**config.mk**
```make
export PLATFORM = sky130hd
export DESIGN_NAME = bram_port_arbiter
export DESIGN_NICKNAME = d
export VERILOG_FILES = /design/src/rtl/bram_port_arbiter.sv
export SDC_FILE = /design/constraint.sdc
export NUM_CORES = 1
export LEC_CHECK = 0
export CORE_UTILIZATION = 38
export CTS_CLUSTER_SIZE = 24
export DETAILED_ROUTE_END_ITERATION = 6
export GPL_TIMING_DRIVEN = 0
export PLACE_DENSITY = 0.82
export SETUP_SLACK_MARGIN = 0.4
export SLEW_MARGIN = 10
export SYNTH_ARGS = -nofsm -noshare
export SYNTH_HDL_FRONTEND = slang
export SYNTH_SLANG_ARGS = --single-unit
```
**constraint.sdc**
```tcl
create_clock -name clk -period 3.38 [get_ports clk]
set_input_delay 0.676 -clock clk [delete_from_list [all_inputs] [get_ports clk]]
set_output_delay 0.676 -clock clk [all_outputs]
set_load 0.01 [all_outputs]
```
**src/rtl/bram_port_arbiter.sv**
```systemverilog
// Round-robin arbiter sharing one single-port BRAM among NUM_REQ engines, with
// tagged read-data return and an ownership lock for read-modify-write sequences.
module bram_port_arbiter #(
    parameter int NUM_REQ    = 3,
    parameter int ADDR_WIDTH = 13,
    parameter int DATA_WIDTH = 32,
    parameter int READ_LAT   = 1
) (
    input  logic                          clk,
    input  logic                          rst,
    input  logic [NUM_REQ-1:0]            req,
    input  logic [NUM_REQ-1:0]            req_we,
    input  logic [NUM_REQ-1:0]            req_lock,
    input  logic [NUM_REQ*ADDR_WIDTH-1:0] req_addr,
    input  logic [NUM_REQ*DATA_WIDTH-1:0] req_wdata,
    output logic [NUM_REQ-1:0]            gnt,
    output logic [NUM_REQ-1:0]            rvalid,
    output logic [DATA_WIDTH-1:0]         rdata,
    output logic [ADDR_WIDTH-1:0]         bram_addr,
    output logic                          bram_we,
    output logic [DATA_WIDTH-1:0]         bram_wdata,
    input  logic [DATA_WIDTH-1:0]         bram_rdata,
    output logic                          busy
);
    localparam int IDX_W = $clog2(NUM_REQ);

    function automatic logic [NUM_REQ-1:0] to_onehot(input logic [IDX_W-1:0] idx);
        logic [NUM_REQ-1:0] vec;
        vec      = {NUM_REQ{1'b0}};
        vec[idx] = 1'b1;
        return vec;
    endfunction

    function automatic logic [IDX_W-1:0] rr_index(input logic [IDX_W-1:0] base, input int offset);
        int sum;
        sum = int'(base) + offset;
        if (sum >= NUM_REQ) begin
            sum = sum - NUM_REQ;
        end else begin
            sum = sum;
        end
        return IDX_W'(sum);
    endfunction

    logic [IDX_W-1:0]               rr_ptr_r;
    logic [IDX_W-1:0]               rr_ptr_nxt_s;
    logic [IDX_W-1:0]               lock_owner_r;
    logic [IDX_W-1:0]               lock_owner_nxt_s;
    logic [IDX_W-1:0]               sel_s;
    logic                           lock_valid_r;
    logic                           lock_valid_nxt_s;
    logic                           found_s;
    logic                           busy_nxt_s;
    logic                           we_nxt_s;
    logic [NUM_REQ-1:0]             elig_s;
    logic [NUM_REQ-1:0]             gnt_nxt_s;
    logic [ADDR_WIDTH-1:0]          addr_nxt_s;
    logic [DATA_WIDTH-1:0]          wdata_nxt_s;
    logic [READ_LAT:0][NUM_REQ-1:0] pipe_r;
    logic [READ_LAT:0][NUM_REQ-1:0] pipe_nxt_s;

    // Eligibility, round-robin pick and next state of port, pointer, lock and read tags
    always_comb begin
        elig_s = req & ~gnt;
        if (lock_valid_r) begin
            elig_s = elig_s & to_onehot(lock_owner_r);
        end else begin
            elig_s = req & ~gnt;
        end
        found_s = 1'b0;
        sel_s   = {IDX_W{1'b0}};
        for (int k = 0; k < NUM_REQ; k++) begin
            if (!found_s && elig_s[rr_index(rr_ptr_r, k)]) begin
                found_s = 1'b1;
                sel_s   = rr_index(rr_ptr_r, k);
            end else begin
                found_s = found_s;
            end
        end
        gnt_nxt_s   = found_s ? to_onehot(sel_s) : {NUM_REQ{1'b0}};
        addr_nxt_s  = found_s ? req_addr[int'(sel_s)*ADDR_WIDTH +: ADDR_WIDTH] : bram_addr;
        we_nxt_s    = found_s ? req_we[sel_s] : 1'b0;
        wdata_nxt_s = found_s ? req_wdata[int'(sel_s)*DATA_WIDTH +: DATA_WIDTH] : bram_wdata;
        // The pointer freezes while a lock is held so the owner's sequence is not a turn
        rr_ptr_nxt_s     = (found_s && !lock_valid_r) ? rr_index(sel_s, 1) : rr_ptr_r;
        lock_valid_nxt_s = found_s ? req_lock[sel_s] : lock_valid_r;
        lock_owner_nxt_s = (found_s && req_lock[sel_s]) ? sel_s : lock_owner_r;
        pipe_nxt_s[0]    = (found_s && !req_we[sel_s]) ? to_onehot(sel_s) : {NUM_REQ{1'b0}};
        for (int s = 1; s <= READ_LAT; s++) begin
            pipe_nxt_s[s] = pipe_r[s-1];
        end
        busy_nxt_s = lock_valid_nxt_s | (|pipe_nxt_s);
    end

    // Port drive, arbitration state and read-return registers
    always_ff @(posedge clk) begin
        if (rst) begin
            gnt          <= {NUM_REQ{1'b0}};
            rvalid       <= {NUM_REQ{1'b0}};
            rdata        <= {DATA_WIDTH{1'b0}};
            bram_addr    <= {ADDR_WIDTH{1'b0}};
            bram_we      <= 1'b0;
            bram_wdata   <= {DATA_WIDTH{1'b0}};
            busy         <= 1'b0;
            rr_ptr_r     <= {IDX_W{1'b0}};
            lock_valid_r <= 1'b0;
            lock_owner_r <= {IDX_W{1'b0}};
            pipe_r       <= {((READ_LAT+1)*NUM_REQ){1'b0}};
        end else begin
            gnt          <= gnt_nxt_s;
            bram_addr    <= addr_nxt_s;
            bram_we      <= we_nxt_s;
            bram_wdata   <= wdata_nxt_s;
            busy         <= busy_nxt_s;
            rr_ptr_r     <= rr_ptr_nxt_s;
            lock_valid_r <= lock_valid_nxt_s;
            lock_owner_r <= lock_owner_nxt_s;
            pipe_r       <= pipe_nxt_s;
            rvalid       <= pipe_r[READ_LAT];
            if (|pipe_r[READ_LAT]) begin
                rdata <= bram_rdata;
            end else begin
                rdata <= rdata;
            end
        end
    end
endmodule
```
# Yosys cells after proc, flatten, opt, wreduce, memory -nomap -nowiden
# Cells that the tools add are included.
[classes]
n_addsub = 7
n_mul = 1
div_mod_pow = 0
n_lt_le_gt_ge = 11
eq_ne = 0
n_shift = 2
muxes = 27
bitwise_logic = 5
n_reduce_logical = 14
[ops]
columns = ["op", "n"]
rows = [
  ["indexed part select 96 x 8 -> 32 bit", 1],
  ["indexed part select 39 x 7 -> 13 bit", 1],
  ["< comparator 2 x 3 -> 1 bit (second input constant)", 5],
  ["2-to-1 mux 2 bit", 7],
  ["2-to-1 mux 1 bit", 11],
  ["binary-select mux 1 bit (select 2 bit)", 5],
  [">= comparator 3 x 2 -> 1 bit (second input constant)", 3],
  ["subtractor 2 bit (second input constant)", 4],
  ["logical AND 1 bit", 7],
  ["adder 2 x 1 -> 3 bit (second input constant)", 2],
  ["AND 3 bit", 2],
  ["multiplier 2 x 4 -> 6 bit (second input constant)", 1],
  ["2-to-1 mux 3 bit", 2],
  ["OR reduction 6 bit", 1],
  ["demux 1 bit (select 2 bit)", 2],
  [">= comparator 2 x 1 -> 1 bit (second input constant)", 2],
  ["logical NOT 1 bit", 4],
  ["adder 2 x 2 -> 3 bit (second input constant)", 1],
  ["NOT 3 bit", 1],
  ["OR reduction 3 bit", 1],
  [">= comparator 2 bit (second input constant)", 1],
  ["OR reduction 2 bit", 1],
  ["NOT 1 bit", 1],
  ["bitwise OR 1 bit", 1],
]
[totals]
ff_bits = 96
latchBits = 0
ramBits = 0
romBits = 0
inputBits = 178
mem_count = 0

# Depth between registers and ports, before layout
[logic_depth]
depth_word = 22
ltp_mapped = 11
ltp_nobuf = 9

# Worst setup path before layout
# Ideal clock, no wire load.
[synth_timing]
path_type = "input-to-reg"
from = "in req[0]"
to = "reg rr_ptr_r[0]"
setup_time_ns = 0.086
arrival_time_ns = 2.515
setup_slack_ns = 0.780
cell_stages = 9
path_buffers = 3
path_cell_list = "nor2b_1 a21bo_2 a2111o_1 buf_2 buf_2 buf_1 ha_1 and3_1 a211oi_1"
[synth_between]
elab_chain_len = 15
[synth_rtl]
columns = ["item", "line_no", "rtl"]
rows = [
  ["from (decl)", "11", "input logic [NUM_REQ-1:0] req,"],
  ["AND 3 bit (*)", "64, 68", ""],
  ["AND 3 bit", "66", "elig_s = elig_s & to_onehot(lock_owner_r);"],
  ["2-to-1 mux 3 bit (*)", "65", "if (lock_valid_r) begin"],
  ["binary-select mux 1 bit (select 2 bit)", "73", "if (!found_s && elig_s[rr_index(rr_ptr_r, k)]) begin"],
  ["2-to-1 mux 1 bit (implied by the code)", "73", ""],
  ["2-to-1 mux 1 bit", "73", ""],
  ["logical NOT 1 bit", "73", ""],
  ["logical AND 1 bit", "73", ""],
  ["2-to-1 mux 1 bit", "73", ""],
  ["logical NOT 1 bit", "73", ""],
  ["logical AND 1 bit", "73", ""],
  ["2-to-1 mux 2 bit", "73", ""],
  ["adder 2 x 1 -> 3 bit", "36", "sum = int'(base) + offset;"],
  [">= comparator 3 x 2 -> 1 bit / subtractor 2 bit (equally long branches)", "37, 38", ""],
  ["2-to-1 mux 2 bit", "37", "if (sum >= NUM_REQ) begin"],
  ["to (signal assigned)", "105", "rr_ptr_r <= {IDX_W{1'b0}};"],
  ["to (signal assigned)", "115", "rr_ptr_r <= rr_ptr_nxt_s;"],
  ["to (decl)", "45", "logic [IDX_W-1:0] rr_ptr_r;"],
]
# Mark *: on every way between the ends. The rest lies on a longest branch, timed or not. The select of a mux whose other input is x is not followed.
# A chain may end at the register's enable or synchronous reset.

# Final worst setup path
# Ends and elaborated chain as after synthesis.

==> impl_metrics.yaml <==
layout:
  antenna_cells: 0
  drive_above_1_share_pct: 4.91
  finalNetCount: 990
  layout.cells.non_filler: 954
  post-route-util_pct: 68.2
  area_growth_pct: 72.0
  final_design_area_no_fill_sq_mm: 0.00749
timing:
  worstMarginPinSlew_ns: 0.694
  setup_tns_ns: 0
  maxSlewHeadroom_pct: 53.7
  rsz0062_at_grt: "no"
  finalSetupViolations: 0
  max_freq_ghz: 0.347
  clock_skew_ns: 0.00643
  finalCritPeriodShare_pct: 85.3
  min_period_ns: 2.88
  hold_viol: 0
  setup_ws_ns: 0.497
  final-max-slew-violation-count: 0
global_routing:
  gr-total-overflow: 0
  first_global_vias: 4876
  grt_max_degree: 20
  antenna_found_initial: 0
  grt_pass1_wl_mm: 23.1
  track_usage_pct: 25.3
clocking:
  clk_pin_slew_ns: 0.07
  clock_latency_ns: 0.34
  tritoncts: "done"
  cts_max_path_buffers: 2
  cts_root_buf: "clkbuf_16"
  ctsHtreeMaxLevel: 3
  cts_num_sinks: 96
  cts_buffers: 9
routing:
  drt_wl_total_mm: 15.2
  antenna_left: 0
  drt_iter0_drc: 271
  wl_per_cell_um: 15.9
  dr.pass1.iters: 4
  drc: 0
  viasPerCell: 5.11
  vias: 4874
synth:
  synth_fa_ha_area_share_pct: 1.12
  syn_inst: 534
  yosys.area_share.simple_pct: 18.4
  yosys.cell_types.count: 39
  synth_compound_area_share_pct: 20.5
  synth_mux_area_share_pct: 11.1
  ys_seq_area_share_pct: 44.2
  syn_nets: 715
  syn_area_per_cell_sq_um: 8.15
  synth-xor-area-share_pct: 0
  async_reset_ff_share_pct: 0
  synth_edf_count: 0
  synth_area_leaders: "dfxtp_1, nand2_1, mux2i_1"
  synth_top_family_by_area: "compound AO/OA/AOI/OAI gates"
  yosysWarnings: 0
  ys.flop_type: "dfxtp_1"
  syn_area_sq_mm: 0.00435
  synth_top_area_share_pct: 44.2
  synth.ff_latch_count: 96
  synth_top_area_cell: "dfxtp_1"
pwr:
  p_leak_nw: 3.00
  cellPowerDensity_mw_per_mm2: 784
  ir_drop_mv: 0.383
die:
  die_area_sq_mm: 0.0119
  num_rows: 38
  ioPinCount: 263
  start_util_pct: 39.6
  die_w_um: 109
  die_h_um: 109
  core-area_sq_mm: 0.0110
placement:
  hpwl_mm: 12.1
  place_area_sq_mm: 0.00715
  portBuffers: 262
  pre_cts_ws_ns: -0.0210
  gp_congestion: 0.810
  dp.cells: 936
critical_path:
  worstPathRequired_ns: 3.64
  crit_arrival_ns: 3.14
  crit_type: "input port to flop"
  cp-start-kind: "input port"
  r2r_cells: 10
  end_kind: "flop"
  critPathMaxFanout: 10
outcome:
  status: "finished clean"
job:
  drv_cap: 0
worst_hold_path:
  worstHoldPathCells: 2
  hp-class: "flop to flop"
synthesized netlist by cell type, drive strengths merged (2+ instances only):
library cell / count
mux2i: 47
dfxtp: 96
nor3: 6
clkbuf: 30
inv: 5
nor2b: 8
nor2: 3
or3: 2
and2: 3
o211ai: 46
a21o: 2
a21oi: 82
and3: 2
ha: 3
nand2: 158
nand2b: 4
buf: 15
a211oi: 2
nand3: 2
o21ai: 4
metal layers:
layer  wire length [um]  vias to the layer above  track usage (%)
met5                  0                        -                0
met4                419                        0             11.4
met3               1400                       34             6.52
met2               7870                      219             46.9
met1               5500                     2219             26.6
li1                   -                     2402                -
worst paths after layout:
path | start | endpoint | slack [ns]
setup / recovery | req[0] | rr_ptr_r[0]$_SDFFE_PP0P_ | 0.50
hold / removal | rdata[29]$_SDFFE_PP0P_ | rdata[29]$_SDFFE_PP0P_ | 0.45
setup reg to reg | rr_ptr_r[0]$_SDFFE_PP0P_ | rr_ptr_r[0]$_SDFFE_PP0P_ | 0.58
hold reg to reg | rdata[29]$_SDFFE_PP0P_ | rdata[29]$_SDFFE_PP0P_ | 0.45
registers in the layout, indices dropped and copies added (netlist names):
name	flops
bram_wdata	32
rdata	32
bram_addr	13
gnt	3
pipe_nxt_s	3
pipe_r	3
rvalid	3
lock_owner_r	2
rr_ptr_r	2
bram_we	1
busy	1
lock_valid_r	1
timing repair:
action                                  4_1_cts  5_1_grt
gates cloned                                  0        0
buffers inserted                              2        0
hold endpoints to repair                      0        0
hold buffers                                  0        0
gates resized for setup                       1        3
endpoints found under the setup margin        2        9
pin swaps                                     1        0
cells in the final DEF, fill, tap and decap left out, types with 3 or more instances in the layout:
cell type        count
a21oi_1             81
and2_1               3
buf_2               11
buf_4                4
clkbuf_1            29
clkbuf_16            9
clkdlybuf4s50_1    262
dfxtp_1             96
ha_1                 3
inv_1                5
inv_6                4
mux2i_1             47
nand2_1            158
nand2b_1             4
nor2_1               3
nor2b_1              6
nor3_1               6
o211ai_1            46
o21ai_0              3
area by class of cell:
cell class                      instances  area, sq um
Fill cell                             882         3490
Timing Repair Buffer                  264         2640
Multi-Input combinational cell        388         2230
Sequential cell                        96         1920
Clock buffer                            9          225
Buffer                                 45          191
Tap cell                              140          175
Clock inverter                          7         92.6
Inverter                                5         18.8
power breakdown:
group	total, mW	leakage, nW	switching, mW	internal, mW
Combinational	3.19	2.06	1.70	1.49
Sequential	1.60	0.787	0.155	1.45
Clock	1.08	0.156	0.480	0.596
worst max-delay path, cell delays in order:
cell and delay, ns:
clkdlybuf4s50_1 0.39, nor2b_2 0.18, a21bo_2 0.21, a2111o_1 0.40
buf_2 0.19, buf_2 0.22, buf_2 0.22, ha_1 0.28
and3_1 0.16, a211oi_1 0.20
stage by stage:
stage                     power (mW)  hold slack [ns]
after CTS                       5.89            0.457
final                           5.87            0.452
after floorplan                 3.50            0.439
after detailed placement        4.79            0.447
after global routing            6.28            0.466
after global placement          4.67            0.438
cells by family (layout without fill, tap and decap cells):
group,Yosys count,in the layout
AND/OR/NAND/NOR,192,192
AO/OA/AOI/OAI,144,144
flip-flops,96,96
buffers and inverters,50,330
multiplexers,48,48
adder cells (fa/ha/maj),4,4
(Power assumes the default switching activity.)
